[src/rtl/next_pc_gen_pkg.sv]
// Shared types for next-PC generation: 2-bit branch counter encodings and BTB entry metadata.
package next_pc_gen_pkg;

  typedef enum logic [1:0] {
    SNT = 2'b00,
    WNT = 2'b01,
    WT  = 2'b10,
    ST  = 2'b11
  } ctr_t;

  localparam ctr_t CTR_RST   = WNT;
  localparam ctr_t CTR_ALLOC = WT;

  // Tag and target widths depend on the WIDTH/IDX_BITS parameters, so they live
  // in parallel arrays next to this per-entry metadata.
  typedef struct packed {
    logic valid;
    ctr_t ctr;
  } btb_entry_t;

  function automatic ctr_t ctr_inc(input ctr_t c);
    return (c == ST) ? ST : ctr_t'(c + 2'd1);
  endfunction

  function automatic ctr_t ctr_dec(input ctr_t c);
    return (c == SNT) ? SNT : ctr_t'(c - 2'd1);
  endfunction

  function automatic logic ctr_taken(input ctr_t c);
    return (c == WT) || (c == ST);
  endfunction

endpackage

[src/rtl/next_pc_gen_btb.sv]
// Direct-mapped BTB with 2-bit counters: combinational lookup, edge-triggered update.
// Storage exists only when NEXT_PC_BPRED_EN is defined; otherwise it always predicts not-taken.
module next_pc_btb
  import next_pc_gen_pkg::*;
#(
  parameter int WIDTH    = 14,
  parameter int IDX_BITS = 4
) (
  input  logic             i_clk,
  input  logic             i_rst,
  input  logic [WIDTH-1:0] i_lookup_pc,
  input  logic             i_upd_valid,
  input  logic [WIDTH-1:0] i_upd_pc,
  input  logic             i_upd_taken,
  input  logic [WIDTH-1:0] i_upd_target,
  output logic             o_pred_taken,
  output logic [WIDTH-1:0] o_pred_target
);

`ifdef NEXT_PC_BPRED_EN
  localparam int TAG_W   = WIDTH - IDX_BITS;
  localparam int ENTRIES = 1 << IDX_BITS;

  btb_entry_t       meta [ENTRIES];
  logic [TAG_W-1:0] tag  [ENTRIES];
  logic [WIDTH-1:0] tgt  [ENTRIES];

  logic [IDX_BITS-1:0] l_idx, u_idx;
  logic [TAG_W-1:0]    l_tag, u_tag;
  logic                l_hit, u_hit;

  assign l_idx = i_lookup_pc[IDX_BITS-1:0];
  assign l_tag = i_lookup_pc[WIDTH-1:IDX_BITS];
  assign u_idx = i_upd_pc[IDX_BITS-1:0];
  assign u_tag = i_upd_pc[WIDTH-1:IDX_BITS];

  assign l_hit = meta[l_idx].valid && (tag[l_idx] == l_tag);
  assign u_hit = meta[u_idx].valid && (tag[u_idx] == u_tag);

  assign o_pred_taken  = l_hit && ctr_taken(meta[l_idx].ctr);
  assign o_pred_target = l_hit ? tgt[l_idx] : '0;

  always_ff @(posedge i_clk) begin
    if (i_rst) begin
      for (int i = 0; i < ENTRIES; i++) begin
        meta[i] <= '{valid: 1'b0, ctr: CTR_RST};
        tag[i]  <= '0;
        tgt[i]  <= '0;
      end
    end else if (i_upd_valid) begin
      if (i_upd_taken) begin
        tgt[u_idx] <= i_upd_target;
        if (u_hit) begin
          meta[u_idx].ctr <= ctr_inc(meta[u_idx].ctr);
        end else begin
          // Miss on a taken branch replaces whatever alias occupied the slot.
          meta[u_idx] <= '{valid: 1'b1, ctr: CTR_ALLOC};
          tag[u_idx]  <= u_tag;
        end
      end else if (u_hit) begin
        meta[u_idx].ctr <= ctr_dec(meta[u_idx].ctr);
      end
    end
  end
`else
  logic unused_btb;
  assign unused_btb = ^{i_clk, i_rst, i_lookup_pc, i_upd_valid, i_upd_pc,
                        i_upd_taken, i_upd_target};
  assign o_pred_taken  = 1'b0;
  assign o_pred_target = '0;
`endif

endmodule

[src/rtl/next_pc_gen.sv]
// Next-PC select: reset > redirect > stall > BTB prediction > PC+1 (wrapping).
// Branch prediction is present only with NEXT_PC_BPRED_EN defined (see next_pc_btb).
module next_pc_gen
  import next_pc_gen_pkg::*;
#(
  parameter int WIDTH    = 14,
  parameter int IDX_BITS = 4
) (
  input  logic             i_clk,
  input  logic             i_rst,
  input  logic [WIDTH-1:0] i_pc,
  input  logic             i_stall,
  input  logic             i_redirect,
  input  logic [WIDTH-1:0] i_redirect_pc,
  input  logic             i_resolve_valid,
  input  logic [WIDTH-1:0] i_resolve_pc,
  input  logic             i_resolve_taken,
  input  logic [WIDTH-1:0] i_resolve_target,
  output logic [WIDTH-1:0] o_pc_next,
  output logic             o_pred_taken,
  output logic [WIDTH-1:0] o_pred_target
);

  logic             btb_taken;
  logic [WIDTH-1:0] btb_target;
  logic [WIDTH-1:0] pc_inc;

  next_pc_btb #(.WIDTH(WIDTH), .IDX_BITS(IDX_BITS)) u_btb (
    .i_clk         (i_clk),
    .i_rst         (i_rst),
    .i_lookup_pc   (i_pc),
    .i_upd_valid   (i_resolve_valid),
    .i_upd_pc      (i_resolve_pc),
    .i_upd_taken   (i_resolve_taken),
    .i_upd_target  (i_resolve_target),
    .o_pred_taken  (btb_taken),
    .o_pred_target (btb_target)
  );

  // Carry out is dropped so the PC wraps modulo 2**WIDTH.
  assign pc_inc = i_pc + {{(WIDTH-1){1'b0}}, 1'b1};

  assign o_pred_taken  = btb_taken && !i_rst;
  assign o_pred_target = btb_target;

  always_comb begin
    o_pc_next = pc_inc;
    if (i_rst)             o_pc_next = '0;
    else if (i_redirect)   o_pc_next = i_redirect_pc;
    else if (i_stall)      o_pc_next = i_pc;
    else if (o_pred_taken) o_pc_next = btb_target;
  end

endmodule

[config.mk]
export PLATFORM = sky130hd
export DESIGN_NAME = next_pc_gen
export DESIGN_NICKNAME = d
export VERILOG_FILES = /design/src/rtl/next_pc_gen_pkg.sv /design/src/rtl/next_pc_gen_btb.sv /design/src/rtl/next_pc_gen.sv
export SDC_FILE = /design/constraint.sdc
export NUM_CORES = 1
export LEC_CHECK = 0
export ABC_AREA = 1
export CORE_MARGIN = 4
export CORE_UTILIZATION = 35
export DETAILED_ROUTE_END_ITERATION = 8
export PLACE_DENSITY_LB_ADDON = 0.12
export SYNTH_ARGS = -nofsm -noshare
export SYNTH_HDL_FRONTEND = slang
export SYNTH_HIERARCHICAL = 1
export SYNTH_SLANG_ARGS = --single-unit
[constraint.sdc]
create_clock -name vclk -period 2.2
set_input_delay 0.33 -clock vclk [all_inputs]
set_output_delay 0.33 -clock vclk [all_outputs]
set_load 0.02 [all_outputs]
==> results.toml, run 1 <==
[status]
status = "finished clean"

[finish]
layout-drive-gt1-share_pct = 23.67
flops_and_latches = 0
nets = 310
regArea_um2 = 0
fin_util_pct = 55.49
most-common-layout-cells = "nand2_1, clkdlybuf4s50_1, buf_4, o21ai_0, a21oi_1"
area_delta_synth_final_pct = 52.49
layout_commonest_cell = "nand2_1"
finalNonFillerCells = 276
num_antenna_cells = 0
n_clock_buffer = 0

[route]
dr.first_iter.drc_count = 34
drt_wl_total_mm = 3.335
vias = 1354
drtPass1Iterations = 4
via_per_inst = 4.906
drc = 0
drtAntennaViolNets = 0
wire_per_inst_um = 12.08

[critical_path]
cp_data_arrival_time_ps = 1820
worstPathMaxFanout = 6
worst_setup_path_start_kind = "input pin"
required_ps = 1870
endpoint_kind = "primary output"
path_class = "in2out"

[timing]
post-route-period-util_pct = 97.66
period_needed_ps = 2148
hold_viol_final = 0
setup_viol = 0
fin_hold_ws_ps = 1176
rsz0062_at_grt = "true"
drv_slew = 0
slew-limit-headroom_pct = 30.44
tightest_slew_ps = 1042
fmax_mhz = 465.5

[floorplanning]
io_pins = 91
die_area_mm2 = 0.003788
initial_core_util_pct = 36.39
fp.coreArea_mm2 = 0.002758
die_h_um = 61.55
die_x_um = 61.55
rows = 19

[place]
numPortBuffers = 45
gp_congestion = 0.8628
dp_hpwl_mm = 2.660
post-place-cells = 274

[min_path]
hold_start = "i_pc[8]"
hold_path_end = "o_pc_next[8]"
worstHoldPathCells = 4
hp-class = "in2out"

[yosys]
synthMuxAreaShare_pct = 0
yosys.area.top_type = "nand2_1"
synthSimpleGateAreaFrac_pct = 44.14
synthTopCellsByArea = "nand2_1, buf_4, o21ai_0"
syn_area_mm2 = 0.001003
synth_top_area_share_pct = 20.57
syn_inst = 186
synth.distinct_cells = 32
avgSynthCellArea_um2 = 5.395
synthAdderAreaFrac_pct = 1.247
synth_top_family_by_area = "simple AND/OR/NAND/NOR gates"
synth-compound-area-share_pct = 28.05
synth.yosys.seq_area_share_pct = 0
synthXorXnorAreaFrac_pct = 0
ys_warn_count = 6

[power_and_ir_drop]
power_density_mw_per_mm2 = 196.7
p_leak_uw = 0.0007800
power_uw = 301.0
ir_worst_vdd_uv = 100.7

[global_route]
antenna_found_initial = 0
grt-ovfl-total = 0
grt_max_degree = 21
grt.total_usage_pct = 17.85
first_global_vias = 1315
grt_pass1_wl_mm = 5.382

[flow_run]
drv_cap = 0
## layout make-up
cell class,count,area (µm²)
Timing Repair Buffer,68,606.8
Fill cell,297,1227
Tap cell,31,38.79
Inverter,19,71.32
Multi-Input combinational cell,158,813.3
## per-layer routing
metal	part of all wire (%)	track usage, %	routed length [µm]	vias to the layer above
li1	-	-	-	699
met1	41	20.81	1360	611
met2	53	35.28	1754	40
met3	5.6	1.468	186	4
met4	1.0	2.727	34	0
met5	0	0	0	-
## critical path, cell delays in order
cell             delay [ps]
clkdlybuf4s50_1         520
nand2_4                 100
nor2_8                  140
buf_4                   130
nand4_1                  80
nand3_1                  90
nand2_1                  50
nand2_1                  60
a21oi_2                  50
clkdlybuf4s15_2         250
## through the flow
stage               cell area, µm²  setup slack [ps]  setup TNS [ps]
global placement              1524            -465.3           -4494
floorplan                     1056             500.0               0
finish                        1530             51.57               0
detailed placement            1524            -527.2           -4912
global route                  1530            -69.78          -97.68
CTS                           1530             16.22               0
## logic make-up after synthesis
kind of cell	Yosys count
other	1
AO/OA/AOI/OAI	51
AND/OR/NAND/NOR	91
buffers and inverters	42
adder cells (fa/ha/maj)	1
## report_power, final
group,switching (µW),internal (µW)
registers,0,0
clock network,0,0
logic,169,132
## Yosys cell counts
master          count
nand4_1             4
buf_1               1
ha_1                1
o21ai_0            18
clkbuf_1            1
nor2_4              2
buf_6               2
inv_1              15
a21oi_1            16
nor3_1              1
nand2_4             2
or2_1               1
nor2_1              6
nor2_8              1
nor2_2              4
a21o_1              1
o211ai_1            1
a31oi_1             1
a21oi_2             3
conb_1              1
nand2_1            55
buf_2               1
nand3_1            11
o21bai_1            2
bufbuf_8            1
dlymetal6s2s_1      2
nand2_2             2
nand3_2             2
buf_4              15
o21ai_1             8
a31o_1              1
inv_2               4
## timing repair
action | in CTS | in global routing
setup buffers | 2 | 0
cloned | 0 | 0
pin swaps | 2 | 3
setup endpoints to repair | 14 | 9
resized for setup | 44 | 10
hold buffers | 0 | 0
## worst max path at each step
stage                     cells after the start    start             to  slack, ps
after floorplan                               9  i_pc[0]  o_pc_next[10]        500
after global placement                       11  i_pc[0]  o_pc_next[10]       -470
after detailed placement                     11  i_pc[0]  o_pc_next[10]       -530
after CTS                                     8  i_pc[2]   o_pc_next[5]         20
after global routing                          9  i_pc[2]   o_pc_next[7]        -70
final                                        10  i_pc[6]   o_pc_next[9]         50
(Power assumes the default switching activity.)
==> run 2, diff against run 1 <==
--- a/config.mk
+++ b/config.mk
@@ -14,3 +14,4 @@
 export SYNTH_HDL_FRONTEND = slang
 export SYNTH_HIERARCHICAL = 1
 export SYNTH_SLANG_ARGS = --single-unit
+export TNS_END_PERCENT = 50
==> results.toml, run 2 (same netlist as run 1, synthesis figures left out) <==
[global_route]
grt-ovfl-total = 0
grt_max_degree = 21
grt.total_usage_pct = 17.90
antenna_found_initial = 0
first_global_vias = 1315
grt_pass1_wl_mm = 5.395

[critical_path]
cp_num_buf_inv = 2
critical_path.max_stage_delay_ps = 510
cp_top_family = "buffers and inverters"
endpoint_kind = "primary output"
crit_chain = "clkdlybuf4s50_1 -> nand2_1 -> nor2_1 -> nand3_1 -> nand2_1 -> nand3_1 -> nand2_1 -> nand2_1 -> a21oi_1 -> buf_4"
cp_data_arrival_time_ps = 1720
cpMostUsedCell = "nand2_1"
critPathSlowestCell = "clkdlybuf4s50_1"
required_ps = 1870
worst_setup_path_start_kind = "input pin"
worstPathMaxFanout = 3
path_class = "in2out"

[floorplanning]
fp.coreArea_mm2 = 0.002758
die_area_mm2 = 0.003788
die_h_um = 61.55
rows = 19
die_x_um = 61.55
io_pins = 91
initial_core_util_pct = 36.39

[place]
gp_congestion = 0.8628
place_area_mm2 = 0.001524
dp_hpwl_mm = 2.660
numPortBuffers = 45

[finish]
num_antenna_cells = 0
final_area_mm2 = 0.001536
layout_commonest_cell = "nand2_1"
nets = 311
n_clock_buffer = 0
regArea_um2 = 0
fin_util_pct = 55.72
area_delta_synth_final_pct = 53.12
nFillCells = 298
most-common-layout-cells = "nand2_1, buf_4, clkdlybuf4s50_1, o21ai_0, a21oi_1"
multiInputGateArea_um2 = 808.3
flops_and_latches = 0
layout-drive-gt1-share_pct = 23.17

[timing]
fin_hold_ws_ps = 1179
hold_viol_final = 0
setup_viol = 0
rsz0062_at_grt = "false"
period_needed_ps = 2054
post-route-period-util_pct = 93.35
tightest_slew_ps = 1045
drv_slew = 0
fmax_mhz = 487.0
slew-limit-headroom_pct = 30.28

[power_and_ir_drop]
p_sw_share_pct = 56.36
p_leak_uw = 0.0008063
power_density_mw_per_mm2 = 195.6
clockPowerShare_pct = 0
p_switching_uw = 169.4
power_frac_comb_pct = 100.0
ir_worst_vdd_uv = 101.4
power_uw = 300.6
p_int_uw = 131.2
sequentialPowerShare_pct = 0

[flow_run]
drv_cap = 0

[route]
dr.first_iter.drc_count = 29
drc = 0
drt_wl_total_mm = 3.361
via_per_inst = 4.942
wire_per_inst_um = 12.13
vias = 1369
drtAntennaViolNets = 0
drtPass1Iterations = 4

[min_path]
hp-class = "in2out"

[status]
status = "finished clean"
[run 2: cell count changes in the layout (fill, tap and decap cells not counted), sizes merged]
cell,change
clkdlybuf4s50,-2
clkdlybuf4s15,-2
buf,+1
dlymetal6s2s,+2
dlygate4sd2,+2
[run 2: final cells by class]
cell class / instances / share of cell area [%]
repair buffers: 69 / 40.07
well taps: 31 / 2.524
multi-input cells: 158 / 52.61
inverters: 19 / 4.805
[run 2: stage by stage]
step | setup TNS [ps] | setup slack, ps | instances
floorplan | 0 | 500.0 | 200
global placement | -4494 | -465.3 | 274
detailed placement | -4912 | -527.2 | 274
CTS | -18.62 | -18.62 | 276
global route | 0 | 31.37 | 277
finish | 0 | 146.4 | 277
[run 2: final timing paths]
check                 cells after the start    start            end  slack [ps]
worst max-delay path                     10  i_pc[9]  o_pc_next[12]         150
worst min-delay path                      4  i_pc[8]   o_pc_next[8]        1180
[run 2: power by group through the flow]
stage / Combinational (µW) / Sequential (µW) / Clock (µW)
2_1_floorplan: 188 / 0 / 0
3_3_place_gp: 302 / 0 / 0
3_5_place_dp: 306 / 0 / 0
4_1_cts: 298 / 0 / 0
5_1_grt: 331 / 0 / 0
6_report: 301 / 0 / 0
[run 2: per-layer routing]
| layer | track usage, % | share of wire (%) | wire, µm | vias up |
|---|---|---|---|---|
| met1 | 20.94 | 41 | 1376 | 621 |
| met3 | 1.468 | 5.6 | 189 | 4 |
| met5 | 0 | 0 | 0 | - |
| met2 | 35.28 | 53 | 1770 | 43 |
| li1 | - | - | - | 701 |
| met4 | 2.727 | 0.74 | 25 | 0 |
[run 2: timing repair]
action	CTS	global route
buffers inserted	2	1
pin swaps	2	3
resized for setup	43	10
endpoints found under the setup margin	14	9
hold buffers	0	0
[run 2: tightest hold or removal path, stage by stage]
cell and delay, ps:
dlymetal6s2s_1 170, o21ai_1 140, a21oi_1 60, buf_2 150
==> run 3, diff against run 2 <==
--- a/config.mk
+++ b/config.mk
@@ -10,6 +10,7 @@
 export CORE_UTILIZATION = 35
 export DETAILED_ROUTE_END_ITERATION = 8
 export PLACE_DENSITY_LB_ADDON = 0.12
+export SKIP_LAST_GASP = 1
 export SYNTH_ARGS = -nofsm -noshare
 export SYNTH_HDL_FRONTEND = slang
 export SYNTH_HIERARCHICAL = 1
==> results.toml, run 3 (same netlist as run 1, synthesis figures left out) <==
[status]
status = "finished clean"

[route]
via_per_inst = 4.884
drtPass1Iterations = 4
drc = 0
dr.first_iter.drc_count = 40
wire_per_inst_um = 12.05
vias = 1348
drt_wl_total_mm = 3.327
wl_met3_um = 170
met2_length_mm = 1.754
drtAntennaViolNets = 0
wl_met1_mm = 1.375
highest_layer = "met4"

[timing]
period_needed_ps = 2178
tightest_slew_ps = 1041
setup_viol = 0
rsz0062_at_grt = "true"
setup_slack_ps = 22.42
post-route-period-util_pct = 98.98
slew-limit-headroom_pct = 30.52
drv_slew = 0
fmax_mhz = 459.2
fin_hold_ws_ps = 1176
hold_viol_final = 0

[global_route]
first_global_vias = 1309
grt-ovfl-total = 0
antenna_found_initial = 0
grt_pass1_wl_mm = 5.368
grt_max_degree = 21
grt.total_usage_pct = 17.81

[floorplanning]
rows = 19
initial_core_util_pct = 36.39
io_pins = 91
die_h_um = 61.55
fp.coreArea_mm2 = 0.002758
die_x_um = 61.55
die_area_mm2 = 0.003788

[clocking]
cts_hold_buffers = 0

[place]
pre_cts_ws_ps = -527.2
numPortBuffers = 45
post-place-cells = 274
gp_congestion = 0.8628
dp_hpwl_mm = 2.660

[critical_path]
path_class = "in2out"
endpoint_kind = "primary output"
cp_data_arrival_time_ps = 1850
worst_setup_path_start_kind = "input pin"
required_ps = 1870
worstPathMaxFanout = 6

[finish]
n_clock_buffer = 0
layout-drive-gt1-share_pct = 22.45
finalNonFillerCells = 276
most-common-layout-cells = "nand2_1, clkdlybuf4s50_1, buf_4, o21ai_0, a21oi_1"
area_delta_synth_final_pct = 51.87
fin_util_pct = 55.26
num_antenna_cells = 0
flops_and_latches = 0
nets = 310
layout_commonest_cell = "nand2_1"
regArea_um2 = 0
nFillCells = 301

[min_path]
worstHoldPathCells = 4
hold_path_end = "o_pc_next[8]"
hp-class = "in2out"
hold_start = "i_pc[8]"

[power_and_ir_drop]
ir_worst_vdd_uv = 100.8
p_leak_uw = 0.0007936
power_density_mw_per_mm2 = 196.9
power_uw = 300.1

[flow_run]
drv_cap = 0
run 3: cell count changes in the layout (fill, tap and decap cells not counted), sizes merged:
cell           delta
dlygate4sd2       -1
buf               -2
dlymetal6s2s      -1
clkbuf            +1
clkdlybuf4s50     +2
run 3: worst max path at each step:
stage | from | end | slack (ps) | cells past startpoint
6_report | i_pc[6] | o_pc_next[7] | 20 | 9
3_3_place_gp | i_pc[0] | o_pc_next[10] | -470 | 11
2_1_floorplan | i_pc[0] | o_pc_next[10] | 500 | 9
5_1_grt | i_pc[6] | o_pc_next[7] | -120 | 9
4_1_cts | i_pc[5] | o_pc_next[9] | -70 | 10
3_5_place_dp | i_pc[0] | o_pc_next[10] | -530 | 11
run 3: final cells by class:
cell class / instances / area [µm²] / area share [%]
inverters: 19 / 71.32 / 4.680
multi-input cells: 158 / 808.3 / 53.04
well taps: 31 / 38.79 / 2.545
repair buffers: 68 / 605.6 / 39.74
run 3: stage by stage:
| step | TNS, ps | area [µm²] |
|---|---|---|
| detailed placement | -4912 | 1524 |
| finish | 0 | 1524 |
| CTS | -183.5 | 1519 |
| floorplan | 0 | 1056 |
| global route | -340.6 | 1524 |
| global placement | -4494 | 1524 |
run 3: what timing repair did:
item                       in CTS  in global routing
pin swaps                       2                  1
buffers inserted                2                  0
setup endpoints to repair      14                 11
resized for setup              36                 12
run 3: worst max-delay path, cell delays in order:
cell and delay [ps]:
clkdlybuf4s50_1 520, nand2_4 100, nor2_8 160, nand2_1 90
o21ai_1 120, nand3_1 80, o21ai_1 80, a21oi_1 70
clkdlybuf4s15_1 290
run 3: where the power goes:
| part | leakage [µW] | internal, µW | switching (µW) |
|---|---|---|---|
| Clock | 0 | 0 | 0 |
| Combinational | 0.000794 | 131 | 169 |
| Sequential | 0 | 0 | 0 |
run 3: layer usage:
| metal | track usage, % | vias up |
|---|---|---|
| met5 | 0 | - |
| met4 | 2.727 | 0 |
| met3 | 1.468 | 4 |
| met2 | 34.98 | 35 |
| met1 | 20.94 | 610 |
| li1 | - | 699 |
